<file path="config.mk">
export PLATFORM = sky130hd
export DESIGN_NAME = mem_stage_pipe
export DESIGN_NICKNAME = d
export VERILOG_FILES = /design/src/rtl/mem_stage_pipe.sv
export SDC_FILE = /design/constraint.sdc
export NUM_CORES = 1
export LEC_CHECK = 0
export BUFFER_PORTS_ARGS = -buffer_cell sky130_fd_sc_hd__buf_4
export CAP_MARGIN = 40
export CELL_PAD_IN_SITES_DETAIL_PLACEMENT = 2
export CELL_PAD_IN_SITES_GLOBAL_PLACEMENT = 2
export CORE_AREA = 2 2 201 203
export CTS_CLUSTER_DIAMETER = 60
export DETAILED_ROUTE_END_ITERATION = 16
export DIE_AREA = 0 0 203 205
export PLACE_DENSITY = 0.9
export SLEW_MARGIN = 30
export SYNTH_ARGS = -nofsm -noshare
export SYNTH_HDL_FRONTEND = slang
export SYNTH_SLANG_ARGS = --single-unit
</file>
<file path="constraint.sdc">
create_clock -name clk -period 2.2 [get_ports clk]
set_input_delay 0.11 -clock clk [delete_from_list [all_inputs] [get_ports clk]]
set_output_delay 0.11 -clock clk [all_outputs]
set_load 0.03 [all_outputs]
</file>
<file path="src/rtl/mem_stage_pipe.sv">
// Execute-to-writeback memory stage: registers the X/M boundary, drives a req/ack data-memory
// port with store lane steering and load extension, and stalls upstream during accesses.
module mem_stage_pipe #(
  parameter int unsigned ACK_TIMEOUT = 16,
  parameter logic [31:0] NOP_INST    = 32'h00000013
) (
  input  logic        clk,
  input  logic        reset_n,
  input  logic        valid_x,
  input  logic [31:0] inst_x,
  input  logic [31:0] PC_x,
  input  logic [31:0] alu_x,
  input  logic [31:0] rs2_x,
  output logic        stall_m,
  output logic        dmem_req,
  output logic        dmem_we,
  output logic [31:0] dmem_addr,
  output logic [3:0]  dmem_be,
  output logic [31:0] dmem_wdata,
  input  logic [31:0] dmem_rdata,
  input  logic        dmem_ack,
  output logic        valid_m,
  output logic [31:0] inst_m,
  output logic [31:0] PC_m,
  output logic [31:0] wb_m,
  output logic [4:0]  rd_m,
  output logic        regwe_m,
  output logic        err_m
);

  localparam logic [6:0] OpLoad   = 7'b0000011;
  localparam logic [6:0] OpStore  = 7'b0100011;
  localparam logic [6:0] OpBranch = 7'b1100011;
  localparam logic [6:0] OpFence  = 7'b0001111;
  localparam logic [6:0] OpSystem = 7'b1110011;
  localparam logic [6:0] OpJal    = 7'b1101111;
  localparam logic [6:0] OpJalr   = 7'b1100111;

  localparam int unsigned CntW = (ACK_TIMEOUT > 1) ? $clog2(ACK_TIMEOUT) : 1;
  localparam logic [CntW-1:0] CntMax = CntW'(ACK_TIMEOUT - 1);

  typedef enum logic {StRun, StWait} state_e;

  state_e          state_q;
  logic [CntW-1:0] cnt_q;
  logic [31:0]     pend_inst_q;
  logic [31:0]     pend_pc_q;
  logic [1:0]      pend_off_q;

  // Execute-side decode
  logic [6:0]  opcode;
  logic [2:0]  funct3;
  logic        is_load, is_store, is_mem;
  logic        legal_f3, aligned, mem_ok;
  logic [3:0]  lane_be;
  logic [31:0] lane_wdata;
  logic [31:0] alu_wb;
  logic        alu_regwe;

  always_comb begin
    opcode   = inst_x[6:0];
    funct3   = inst_x[14:12];
    is_load  = (opcode == OpLoad);
    is_store = (opcode == OpStore);
    is_mem   = is_load | is_store;

    legal_f3 = 1'b0;
    if (is_load) begin
      legal_f3 = (funct3 == 3'b000) || (funct3 == 3'b001) || (funct3 == 3'b010) ||
                 (funct3 == 3'b100) || (funct3 == 3'b101);
    end else if (is_store) begin
      legal_f3 = (funct3 == 3'b000) || (funct3 == 3'b001) || (funct3 == 3'b010);
    end

    // funct3[1:0] encodes access size for both loads and stores
    lane_be    = 4'b0000;
    lane_wdata = rs2_x;
    aligned    = 1'b0;
    case (funct3[1:0])
      2'b00: begin
        aligned    = 1'b1;
        lane_be    = 4'b0001 << alu_x[1:0];
        lane_wdata = {4{rs2_x[7:0]}};
      end
      2'b01: begin
        aligned    = ~alu_x[0];
        lane_be    = alu_x[1] ? 4'b1100 : 4'b0011;
        lane_wdata = {2{rs2_x[15:0]}};
      end
      2'b10: begin
        aligned    = (alu_x[1:0] == 2'b00);
        lane_be    = 4'b1111;
        lane_wdata = rs2_x;
      end
      default: aligned = 1'b0;
    endcase
    mem_ok = legal_f3 & aligned;

    alu_wb    = ((opcode == OpJal) || (opcode == OpJalr)) ? (PC_x + 32'd4) : alu_x;
    alu_regwe = !((opcode == OpBranch) || (opcode == OpFence) || (opcode == OpSystem)) &&
                (inst_x[11:7] != 5'd0);
  end

  // Load data extraction from the returned word
  logic [2:0]  pend_f3;
  logic [7:0]  ld_byte;
  logic [15:0] ld_half;
  logic [31:0] ld_val;

  always_comb begin
    pend_f3 = pend_inst_q[14:12];
    ld_byte = dmem_rdata[7:0];
    case (pend_off_q)
      2'b00:   ld_byte = dmem_rdata[7:0];
      2'b01:   ld_byte = dmem_rdata[15:8];
      2'b10:   ld_byte = dmem_rdata[23:16];
      default: ld_byte = dmem_rdata[31:24];
    endcase
    ld_half = pend_off_q[1] ? dmem_rdata[31:16] : dmem_rdata[15:0];
    case (pend_f3)
      3'b000:  ld_val = {{24{ld_byte[7]}}, ld_byte};
      3'b100:  ld_val = {24'd0, ld_byte};
      3'b001:  ld_val = {{16{ld_half[15]}}, ld_half};
      3'b101:  ld_val = {16'd0, ld_half};
      default: ld_val = dmem_rdata;
    endcase
  end

  assign stall_m = (state_q == StWait);
  assign rd_m    = inst_m[11:7];

  always_ff @(posedge clk) begin
    if (!reset_n) begin
      state_q     <= StRun;
      cnt_q       <= '0;
      pend_inst_q <= NOP_INST;
      pend_pc_q   <= 32'd0;
      pend_off_q  <= 2'b00;
      valid_m     <= 1'b0;
      inst_m      <= NOP_INST;
      PC_m        <= 32'd0;
      wb_m        <= 32'd0;
      regwe_m     <= 1'b0;
      err_m       <= 1'b0;
      dmem_req    <= 1'b0;
      dmem_we     <= 1'b0;
      dmem_addr   <= 32'd0;
      dmem_be     <= 4'b0000;
      dmem_wdata  <= 32'd0;
    end else begin
      case (state_q)
        StRun: begin
          if (!valid_x) begin
            valid_m <= 1'b0;
            inst_m  <= NOP_INST;
            regwe_m <= 1'b0;
            err_m   <= 1'b0;
          end else if (is_mem && mem_ok) begin
            dmem_req    <= 1'b1;
            dmem_we     <= is_store;
            dmem_addr   <= {alu_x[31:2], 2'b00};
            dmem_be     <= lane_be;
            dmem_wdata  <= lane_wdata;
            pend_inst_q <= inst_x;
            pend_pc_q   <= PC_x;
            pend_off_q  <= alu_x[1:0];
            cnt_q       <= '0;
            valid_m     <= 1'b0;
            inst_m      <= NOP_INST;
            regwe_m     <= 1'b0;
            err_m       <= 1'b0;
            state_q     <= StWait;
          end else if (is_mem) begin
            // Misaligned or illegal access retires immediately as an error
            valid_m <= 1'b1;
            inst_m  <= inst_x;
            PC_m    <= PC_x;
            wb_m    <= 32'd0;
            regwe_m <= 1'b0;
            err_m   <= 1'b1;
          end else begin
            valid_m <= 1'b1;
            inst_m  <= inst_x;
            PC_m    <= PC_x;
            wb_m    <= alu_wb;
            regwe_m <= alu_regwe;
            err_m   <= 1'b0;
          end
        end
        StWait: begin
          if (dmem_ack) begin
            valid_m  <= 1'b1;
            inst_m   <= pend_inst_q;
            PC_m     <= pend_pc_q;
            err_m    <= 1'b0;
            wb_m     <= dmem_we ? 32'd0 : ld_val;
            regwe_m  <= !dmem_we && (pend_inst_q[11:7] != 5'd0);
            dmem_req <= 1'b0;
            dmem_we  <= 1'b0;
            dmem_be  <= 4'b0000;
            state_q  <= StRun;
          end else if (cnt_q == CntMax) begin
            valid_m  <= 1'b1;
            inst_m   <= pend_inst_q;
            PC_m     <= pend_pc_q;
            wb_m     <= 32'd0;
            regwe_m  <= 1'b0;
            err_m    <= 1'b1;
            dmem_req <= 1'b0;
            dmem_we  <= 1'b0;
            dmem_be  <= 4'b0000;
            state_q  <= StRun;
          end else begin
            cnt_q   <= cnt_q + CntW'(1);
            valid_m <= 1'b0;
          end
        end
        default: state_q <= StRun;
      endcase
    end
  end

endmodule
</file>
* Word level (Yosys, flattened, before mapping)
Cells that the tools add are included.
** Word-level totals
- Register bits after elaboration :: 238
- Bits of input ports :: 164
- Output and inout port bits :: 175
** Cells by class
- $add $sub $neg :: 2
- Eq/ne operators :: 25
- Shifts and indexed selects :: 1
- Mux-type cells :: 66
- Bitwise logic cells :: 4
- Reductions and logical operators :: 23
** Operator list (number)
- two-way mux 32 bit :: 15
- case mux 32 bit (2 select lines) :: 4
- case mux 32 bit (4 select lines) :: 1
- two-way mux 4 bit :: 9
- adder 32 x 3 -> 32 bit (second input constant) :: 1
- equality test 7 bit (second input constant) :: 4
- two-way mux 1 bit :: 25
- case mux 8 bit (3 select lines) :: 1
- two-way mux 16 bit :: 1
- case mux 4 bit (2 select lines) :: 2
- equality test 3 bit (second input constant) :: 4
- case mux 1 bit (2 select lines) :: 6
- case mux 4 bit (3 select lines) :: 1
- inequality test 2 bit (second input constant) :: 5
- nonzero test 5 bit :: 2
- AND reduction 3 bit :: 3
- equality test 7 x 2 -> 1 bit (second input constant) :: 1
- equality test 7 x 4 -> 1 bit (second input constant) :: 1
- equality test 7 x 6 -> 1 bit (second input constant) :: 1
- logical OR 1 bit :: 7
- equality test 3 x 1 -> 1 bit (second input constant) :: 2
- logical NOT 2 bit :: 3
- logical NOT 3 bit :: 2
- adder 4 x 1 -> 4 bit (second input constant) :: 1
- 13 further kinds :: 19

* Longest topological paths before layout
Gate-level depths: netlist of the first run.
- Depth in word-level cells :: 11
- Depth in mapped cells :: 8

* Worst setup path before layout of the first run
OpenSTA, ideal clock, no wires.
- Path type :: flip-flop to flip-flop
- Start point :: register state_q (netlist: stall_m)
- End point :: register PC_m[12]
- Setup time :: 59 ps
- Arrival :: 1895 ps
- Required time :: 2141 ps
- Path slack :: 246 ps
- Stages on the path, launching flop included :: 7
- Buffers on the path :: 3
- Clock period less this slack :: 1954 ps
- Cells stage by stage :: dfxtp_1 -> clkbuf_1 -> clkbuf_1 -> clkbuf_1 -> nand2_1 -> o211ai_1 -> o211a_1
** Between the ends
- Word-level cells in the longest chain between the ends :: 3
- Elaborated cells between the ends (all ways) :: 6
- Classes of those cells :: eq/ne: 3; mux: 1; bitwise: 1; reduce/logical: 1
** Ends and longest elaborated chain
- start: declaration :: line 44 : state_e state_q;
- start signal: assignment :: line 134 : state_q <= StRun;
- start signal: assignment :: line 172 : state_q <= StWait;
- start signal: assignment :: line 201 : state_q <= StRun;
- NOT 1 bit (no line)
- inequality test 2 bit (no line)
- AND reduction 3 bit (no line)
- end signal: assignment :: line 177 : PC_m <= PC_x;
- end signal: assignment :: line 184 : PC_m <= PC_x;
- end signal: assignment :: line 194 : PC_m <= pend_pc_q;
- end: declaration :: line 24 : output logic [31:0] PC_m,
Several ways; a longest one is shown, not always the timed one.
A chain may end at the register's enable or synchronous reset.

* Worst setup path in the final report of the first run
- Start point :: input port inst_x[6]
- End point :: register pend_pc_q[11]
** Between the ends
- Word-level cells in the longest chain between the ends :: 6
- Elaborated cells between the ends (all ways) :: 8
- Classes of those cells :: eq/ne: 2; mux: 2; bitwise: 2; reduce/logical: 2
** Ends and longest elaborated chain
- start: declaration :: line 10 : input logic [31:0] inst_x,
- equality test 7 x 6 -> 1 bit :: line 64 : is_store = (opcode == OpStore);
- two-way mux 1 bit :: line 71 : end else if (is_store) begin
- two-way mux 1 bit :: line 68 : if (is_load) begin
- AND 1 bit :: line 97 : mem_ok = legal_f3 & aligned;
- logical AND 1 bit (*) :: line 158 : end else if (is_mem && mem_ok) begin
- AND reduction 3 bit (no line) (*)
- end signal: assignment :: line 165 : pend_pc_q <= PC_x;
- end: declaration :: line 47 : logic [31:0] pend_pc_q;
Every way passes the cells marked *; elsewhere a longest branch is shown, timed or not.

==> results of run 1 <==
## cell type report
class	instances	area share (%)
Clock buffer	45	5.73
Antenna cell	7	0.102
Clock inverter	12	0.865
Tap cell	525	3.81
Sequential cell	238	27.7
Inverter	13	0.283
Multi-Input combinational cell	999	35.3
Timing Repair Buffer	537	26.2
## per-stage QoR
stage	util [%]	setup slack [ns]	hold WS, ns	power (W)	instance area, um2
2_1_floorplan	-	0.246	0.249	0.00525	11300
3_3_place_gp	37.0	0.172	0.377	0.00597	14600
3_5_place_dp	37.0	0.0520	0.392	0.00602	14600
4_1_cts	43.4	0.0226	0.000144	0.0119	17100
5_1_grt	43.7	-0.122	0.0210	0.0123	17200
6_report	43.7	-0.0221	0.0261	0.0119	17200
## synth_stat cells (3+ instances only)
| cell | instances | share of area (%) |
|---|---|---|
| nand2_1 | 323 | 11 |
| dfxtp_1 | 238 | 42 |
| a21boi_0 | 93 | 6.2 |
| o21ai_0 | 85 | 3.8 |
| clkbuf_1 | 84 | 2.8 |
| nor2_1 | 54 | 1.8 |
| o211a_1 | 48 | 4.3 |
| a21oi_1 | 46 | 2.0 |
| mux2i_1 | 44 | 3.9 |
| a221oi_1 | 37 | 2.9 |
| nor3b_1 | 29 | 1.9 |
| nand3_1 | 28 | 1.2 |
| nor3_1 | 25 | 1.1 |
| a31oi_1 | 20 | 1.1 |
| a21boi_1 | 19 | 1.3 |
| xnor2_1 | 19 | 1.5 |
| buf_2 | 16 | 0.71 |
| o211ai_1 | 15 | 1.0 |
| a21o_1 | 13 | 0.86 |
| inv_1 | 13 | 0.43 |
| buf_1 | 10 | 0.33 |
| o221ai_1 | 10 | 0.77 |
| nor2b_1 | 9 | 0.50 |
| xor2_1 | 8 | 0.62 |
| buf_4 | 7 | 0.47 |
| nand4_1 | 7 | 0.39 |
| a22oi_1 | 6 | 0.40 |
| and3_1 | 6 | 0.33 |
| nand2b_1 | 5 | 0.28 |
| and2_1 | 4 | 0.22 |
| mux2_2 | 4 | 0.40 |
| nand3b_1 | 4 | 0.27 |
| a22o_1 | 3 | 0.23 |
| nor4_1 | 3 | 0.17 |
| or2_2 | 3 | 0.17 |
## state kept, by name (all words and copies together) (netlist names), 2 cells and up
name,flops
dmem_be,4
pend_inst_q,32
PC_m,32
cnt_q,4
pend_pc_q,32
dmem_wdata,32
inst_m,32
wb_m,32
pend_off_q,2
dmem_addr,30
## metal layers
metal	routed length, um	vias to the layer above	part of all wire, %
met1	24000	6564	38
li1	-	5746	-
met2	32500	492	52
met4	2630	6	4.2
met3	3700	141	5.9
met5	40	-	0.064
## power breakdown
part | internal, W | switching (W) | total, W
Clock | 0.00351 | 0.00217 | 0.00568
Sequential | 0.00443 | 0.0000922 | 0.00452
Combinational | 0.000749 | 0.000956 | 0.00170
## timing repair
item	CTS	global route
setup buffers	0	5
hold buffers	137	1
endpoints found under the hold margin	175	1
resized for setup	0	9
endpoints found under the setup margin	0	120
## worst min path at each step
stage                               from  slack [ns]         endpoint  depth (start not counted)
final                     dmem_rdata[22]        0.03         wb_m[22]                          4
after global routing           rs2_x[12]        0.02   dmem_wdata[12]                          4
after CTS                      rs2_x[12]      0.0001   dmem_wdata[12]                          4
after detailed placement      inst_x[22]        0.39  pend_inst_q[22]                          3
after global placement        inst_x[25]        0.38  pend_inst_q[25]                          3
after floorplan               inst_x[10]        0.25  pend_inst_q[10]                          2
## cells by family (layout without fill, tap and decap cells)
family / Yosys count / count (layout) / synth area share [%]
XOR/XNOR: 27 / 27 / 2.09
buffers and inverters: 131 / 607 / 4.77
multiplexers: 49 / 49 / 4.50
adder cells (fa/ha/maj): 2 / 2 / 0.221
AO/OA/AOI/OAI: 407 / 407 / 25.7
other: 1 / 9 / 0.0332
flip-flops: 238 / 238 / 42.2
AND/OR/NAND/NOR: 512 / 512 / 20.5
## tightest hold or removal path, stage by stage
cell and delay [ns]:
buf_4 0.09, a21o_1 0.11, a22oi_1 0.06, a21oi_1 0.14
==> metrics.cfg, run 1 <==
[global_route]
grt_first_pass_wirelength_um = 91200
met3_usage_pct = 6.46
grt.total_usage_pct = 28.9
grt_pass1_vias = 14300
grt_max_degree = 78
grt_use_met2_pct = 52.8
grt.overflow.total = 0
antenna_found_initial = 11
top_usage_layer = met2
use_met1_pct = 31.9

[critical_path]
start_kind = input pin
crit_arrival_ns = 2.66
crit_chain = dlygate4sd3_1 > buf_4 > and4bb_4 > o211ai_1 > nor3b_4 > buf_12 > buf_12 > nand2_1 > a21boi_0
critPathSlowestCell = dlygate4sd3_1
max_stage_delay_ns = 0.55
required_ns = 2.64
cpLargestDelayFamily = buffers and inverters
critPathCaptureType = register
critPathCapture = pend_pc_q[11]
crit_start = inst_x[6]
r2r_setup_slack_ns = 0.08
cp_num_cells = 9
crit_top_cell = buf_12
crit-reg2reg-capture = wb_m[17]
worstPathMaxFanout = 34
path_buf_inv = 4
timing.rr.start = cnt_q[0]
worst-setup-path-type = in -> reg
rr_worst_depth = 8

[finish]
multi_input_area_um2 = 6080
n_fill_cell = 4254
layout-drive-gt1-share_pct = 26.1
final_cell_mix = buf_4, nand2_1, dfxtp_1
final_common_cell = buf_4
synthToLayoutAreaGrowth_pct = 52.4
fin_nets = 1990
regArea_um2 = 4770
final_cells = 2376

[die]
core_um2 = 39400
die_y_um = 205
die_x_um = 203
rows = 73
die-area_um2 = 41600
start_util_pct = 28.7
ios = 339

[synth]
synth_top_flop_cell = dfxtp_1
yosysUniqueCellTypes = 57
synth_edf_count = 0
yosys_warnings = 0
postSynthCellCount = 1367
syn_area_um2 = 11300
ys_ff_latch = 238
async_flop_share_pct = 0
avgSynthCellArea_um2 = 8.27
yosysSeqAreaShare_pct = 42.2

[clock_tree]
clkLatencyLatePin_ns = 0.54
cts.path.max_buffers = 3
cts-root-buf = clkbuf_16
cts_inserted_buffers = 35
cts_tree = yes
cts_max_level = 2
path_clk_slew_ns = 0.05
clock_sinks = 238

[outcome]
violations = negative setup slack
status = finished, violations left

[power_and_ir_drop]
power_density_nw_per_um2 = 691
ir_drop_v = 0.000433
p_leak_nw = 7.26

[route]
post_drt_wl_per_cell_um = 26.5
viasPerCell = 5.45
detail-route-antenna-nets = 0
vias = 12900
drc_errors = 0
dr.pass1.iters = 5
drt_wl_total_um = 62900
drtIter0Drc = 758

[placement]
dp.cells = 2167
place.gp.congestion = 0.844
place_hpwl_um = 38500
portBuffers = 336

[timing]
hold_viol = 0
setup_viol = 2
max_slew_margin_pct = 47.1
fin_crit_sh_pct = 101
fin_skew_ns = 0.0271
tightest_slew_ns = 0.794
drv_slew = 0
period_minus_slack_ns = 2.22
fin_setup_tns_ns = -0.0436
fmax_mhz = 450
worst_slack_ns = -0.0221

[flow_run]
max_cap_violations = 0

[hold_path]
min_path_type = in -> reg

Power figures use the tool's default switching activity.
==> run 2, diff against run 1 <==
--- a/config.mk
+++ b/config.mk
@@ -5,7 +5,7 @@
 export SDC_FILE = /design/constraint.sdc
 export NUM_CORES = 1
 export LEC_CHECK = 0
-export BUFFER_PORTS_ARGS = -buffer_cell sky130_fd_sc_hd__buf_4
+export BUFFER_PORTS_ARGS = -buffer_cell sky130_fd_sc_hd__buf_2
 export CAP_MARGIN = 40
 export CELL_PAD_IN_SITES_DETAIL_PLACEMENT = 2
 export CELL_PAD_IN_SITES_GLOBAL_PLACEMENT = 2
==> metrics.cfg, run 2 (same netlist as run 1, synthesis figures left out) <==
[global_route]
grt.overflow.total = 0
grt_pass1_vias = 14400
grt.total_usage_pct = 28.2
grt_first_pass_wirelength_um = 89600
antenna_found_initial = 11
grt_max_degree = 73

[timing]
whs_ns = 0.0251
fin_skew_ns = 0.0223
drv_slew = 0
fmax_mhz = 461
max_slew_margin_pct = 56.4
tightest_slew_ns = 0.652
period_minus_slack_ns = 2.17
setup_viol = 0
fin_crit_sh_pct = 98.6
hold_viol = 0

[critical_path]
crit_arrival_ns = 2.56
timing.rr.start = stall_m
start_kind = input pin
crit_start = inst_x[6]
critPathCaptureType = register
worst-setup-path-type = in -> reg
worstPathMaxFanout = 47
required_ns = 2.60

[power_and_ir_drop]
power_density_nw_per_um2 = 731
p_leak_nw = 7.08
ir_drop_v = 0.000585

[die]
start_util_pct = 28.7
die_x_um = 203
rows = 73
die-area_um2 = 41600
ios = 339
die_y_um = 205
core_um2 = 39400

[finish]
final_cell_mix = buf_2, nand2_1, dfxtp_1
final_common_cell = buf_2
fin_util_pct = 41.5
fin_nets = 1979
synthToLayoutAreaGrowth_pct = 44.5
layout-drive-gt1-share_pct = 26.4

[route]
post_drt_wl_per_cell_um = 25.2
detail-route-antenna-nets = 0
vias = 12800
drc_errors = 0
drtIter0Drc = 615
viasPerCell = 5.39
drt_wl_total_um = 59700
dr.pass1.iters = 5

[clock_tree]
path_clk_slew_ns = 0.06
cts_inserted_buffers = 35
clock_sinks = 238
cts_max_level = 2
cts-root-buf = clkbuf_16
clkLatencyLatePin_ns = 0.54
cts_tree = yes
cts.path.max_buffers = 3

[placement]
place_hpwl_um = 38200
portBuffers = 336
place.gp.congestion = 0.901

[outcome]
status = finished, final reports clean

[flow_run]
max_cap_violations = 0

[hold_path]
min_from = PC_x[19]
min_path_type = in -> reg

[run 2: changes by cell type in the layout (fill, tap and decap cells not counted), moves of 3 or more]
cell and delta:
diode_2 +3, clkbuf_8 +5, clkbuf_1 -3, buf_2 +335
clkinvlp_4 +3, dlygate4sd3_1 -10, buf_4 -337
[run 2: final timing paths]
path | end | slack (ns) | depth (start not counted)
min | pend_pc_q[19] | 0.03 | 4
min reg2reg | pend_inst_q[24] | 0.46 | 2
max | dmem_addr[14] | 0.03 | 8
max reg2reg | wb_m[23] | 0.14 | 6
[run 2: report_power, final]
group,leakage (nW),total (W),switching [W],internal [W]
registers,1.94,0.00450,0.0000768,0.00443
logic,4.56,0.00152,0.000932,0.000593
clock network,0.582,0.00590,0.00227,0.00363
total,7.08,0.0119,0.00328,0.00865
[run 2: cell type report]
type,count,area (um2)
Fill cell,4357,23000
Multi-Input combinational cell,999,6060
Sequential cell,238,4770
Timing Repair Buffer,526,3580
Clock buffer,46,1020
Tap cell,525,657
Clock inverter,16,176
Inverter,13,48.8
Antenna cell,10,25.0
[run 2: stage by stage]
step           setup TNS (ns)  power [W]  cells  area, um2  worst slack, ns
3_3_place_gp                0    0.00583   2171      13800            0.138
6_report                    0     0.0119   2373      16300           0.0318
2_1_floorplan               0    0.00525   1368      11300            0.246
4_1_cts                     0     0.0120   2361      16300           0.0934
3_5_place_dp           -0.201    0.00587   2171      13800          -0.0914
5_1_grt             -0.000494     0.0123   2371      16300        -0.000494
[run 2: routing by layer]
metal / wire length, um / track usage [%] / vias to the layer above
met5: 11 / 0 / -
li1: - / - / 5725
met1: 22700 / 30.4 / 6498
met4: 1950 / 11.4 / 2
met2: 31600 / 53.3 / 442
met3: 3420 / 5.95 / 115
[run 2: timing repair]
item                                    CTS  global route
endpoints found under the setup margin    0            15
resized for setup                         0             3
hold buffers                            128             0
setup buffers                             0             1
endpoints found under the hold margin   156             0
[run 2: critical path, cell delays in order]
cell and delay [ns]:
dlygate4sd3_1 0.55, buf_2 0.18, and4bb_2 0.31, o211ai_1 0.19, nor3b_4 0.36, buf_12 0.27, nand2_1 0.11, a21boi_0 0.38
==> run 3, diff against run 2 <==
--- a/config.mk
+++ b/config.mk
@@ -9,11 +9,12 @@
 export CAP_MARGIN = 40
 export CELL_PAD_IN_SITES_DETAIL_PLACEMENT = 2
 export CELL_PAD_IN_SITES_GLOBAL_PLACEMENT = 2
-export CORE_AREA = 2 2 201 203
+export CORE_AREA = 2 2 191 193
+export CTS_BUF_LIST = sky130_fd_sc_hd__clkbuf_16
 export CTS_CLUSTER_DIAMETER = 60
 export DETAILED_ROUTE_END_ITERATION = 16
-export DIE_AREA = 0 0 203 205
-export PLACE_DENSITY = 0.9
+export DIE_AREA = 0 0 193 195
+export PLACE_DENSITY = 0.95
 export SLEW_MARGIN = 30
 export SYNTH_ARGS = -nofsm -noshare
 export SYNTH_HDL_FRONTEND = slang
==> constraint.sdc (replaced) <==
create_clock -name clk -period 2.6 [get_ports clk]
set_input_delay 0.13 -clock clk [delete_from_list [all_inputs] [get_ports clk]]
set_output_delay 0.13 -clock clk [all_outputs]
set_load 0.03 [all_outputs]
==> metrics.cfg, run 3 (same netlist as run 1, synthesis figures left out) <==
[critical_path]
crit_chain = dlygate4sd3_1 > buf_2 > nor4_1 > buf_4 > o211ai_1 > nor3b_4 > buf_12 > nand3b_1 > a21boi_1
timing.rr.start = pend_inst_q[13]
worstPathMaxFanout = 88
crit_arrival_ns = 2.96
crit-reg2reg-capture = wb_m[7]
start_kind = input pin
max_stage_delay_ns = 0.57
critPathCaptureType = register
required_ns = 3.06
worst-setup-path-type = in -> reg
r2r_setup_slack_ns = 0.31
rr_worst_depth = 6
critPathSlowestCell = dlygate4sd3_1

[global_route]
grt_pass1_vias = 14400
grt.total_usage_pct = 32.1
antenna_found_initial = 7
grt_max_degree = 89
grt_first_pass_wirelength_um = 91800
grt.overflow.total = 0

[clock_tree]
clock_sinks = 238
cts_max_level = 1
cts_inserted_buffers = 31
cts.path.max_buffers = 3
clkLatencyLatePin_ns = 0.59
path_clk_slew_ns = 0.06
cts_setup_buffers = 0
cts-root-buf = clkbuf_16
cts_tree = yes

[timing]
max_slew_margin_pct = 51.0
fmax_mhz = 399
fin_setup_tns_ns = 0
fin_crit_sh_pct = 96.3
fin_skew_ns = 0.0294
rsz0062_at_grt = true
whs_ns = 0.00635
drv_slew = 0
tightest_slew_ns = 0.736
hold_viol = 0
period_minus_slack_ns = 2.50
setup_viol = 0

[hold_path]
min_from = rs2_x[11]
hold_depth = 4
holdPathEnd = dmem_wdata[11]
min_path_type = in -> reg

[route]
dr.pass1.iters = 5
viasPerCell = 5.69
detail-route-antenna-nets = 0
drc_errors = 0
vias = 13000
drtIter0Drc = 855
post_drt_wl_per_cell_um = 27.1
drt_wl_total_um = 61700

[power_and_ir_drop]
power_density_nw_per_um2 = 591
p_leak_nw = 6.87
p_total_w = 0.00934
ir_drop_v = 0.000523

[die]
start_util_pct = 31.9
die_y_um = 195
rows = 69
die_x_um = 193
ios = 339
die-area_um2 = 37600
core_um2 = 35400

[finish]
final_cells = 2278
layout-drive-gt1-share_pct = 24.4
final_cell_mix = buf_2, nand2_1, dfxtp_1
final_common_cell = buf_2
n_fill_cell = 3843
fin_nets = 1956
synthToLayoutAreaGrowth_pct = 39.9

[placement]
place.gp.congestion = 0.884
place_hpwl_um = 38000
portBuffers = 336
dp.cells = 2082

[outcome]
status = finished, final reports clean

[flow_run]
max_cap_violations = 0

run 3: cell count changes in the layout (fill, tap and decap cells not counted), moves of 3 or more:
cell and change:
buf_12 -6, buf_4 -21, clkinvlp_4 -4, inv_8 +3, clkinv_1 +3, clkbuf_16 -6
clkbuf_8 -5, clkbuf_1 -3, dlygate4sd3_1 +7, inv_1 +4
run 3: power by group:
part           internal (W)  switching, W  total [W]
logic              0.000494      0.000800    0.00129
clock network       0.00237       0.00186    0.00424
registers           0.00374     0.0000712    0.00382
run 3: final cells by class:
type / instances / area, um2 / area share [%]
Timing Repair Buffer: 507 / 3400 / 21.5
Antenna cell: 9 / 22.5 / 0.142
Tap cell: 461 / 577 / 3.65
Clock buffer: 31 / 776 / 4.91
Clock inverter: 20 / 175 / 1.11
Multi-Input combinational cell: 999 / 6050 / 38.2
Sequential cell: 238 / 4770 / 30.2
Inverter: 13 / 48.8 / 0.309
run 3: metrics by stage:
step                      util, %  setup WS [ns]  instance area [um2]
after CTS                    44.5          0.160                15800
after floorplan                 -          0.646                11300
final                        44.7         0.0962                15800
after global placement       38.0          0.350                13500
after global routing         44.6        -0.0163                15800
after detailed placement     38.0         0.0964                13500
run 3: worst max-delay path, delay by kind of cell:
kind	cells	cell delay [ns]
simple gates	3	0.92
buf+inv	4	1.33
compound gates	2	0.51
run 3: metal layers:
| metal | global-route usage (%) | vias to the layer above | share of wire, % |
|---|---|---|---|
| met4 | 15.3 | 4 | 5.3 |
| met2 | 58.7 | 568 | 51 |
| met3 | 6.20 | 190 | 6.5 |
| met5 | 0 | - | 0.044 |
| li1 | - | 5677 | - |
| met1 | 35.0 | 6512 | 37 |
run 3: what timing repair did:
item	4_1_cts	5_1_grt
endpoints found under the setup margin	0	31
hold buffers	135	0
resized for setup	0	3
hold endpoints to repair	158	0
run 3: worst max path at each step:
stage / start / end / slack [ns] / cells past startpoint
3_5_place_dp: alu_x[0] / dmem_be[2] / 0.1 / 8
2_1_floorplan: stall_m / PC_m[12] / 0.65 / 6
3_3_place_gp: inst_x[5] / dmem_be[2] / 0.35 / 8
4_1_cts: alu_x[1] / PC_m[18] / 0.16 / 10
6_report: alu_x[1] / dmem_be[0] / 0.1 / 9
5_1_grt: alu_x[1] / PC_m[5] / -0.02 / 10
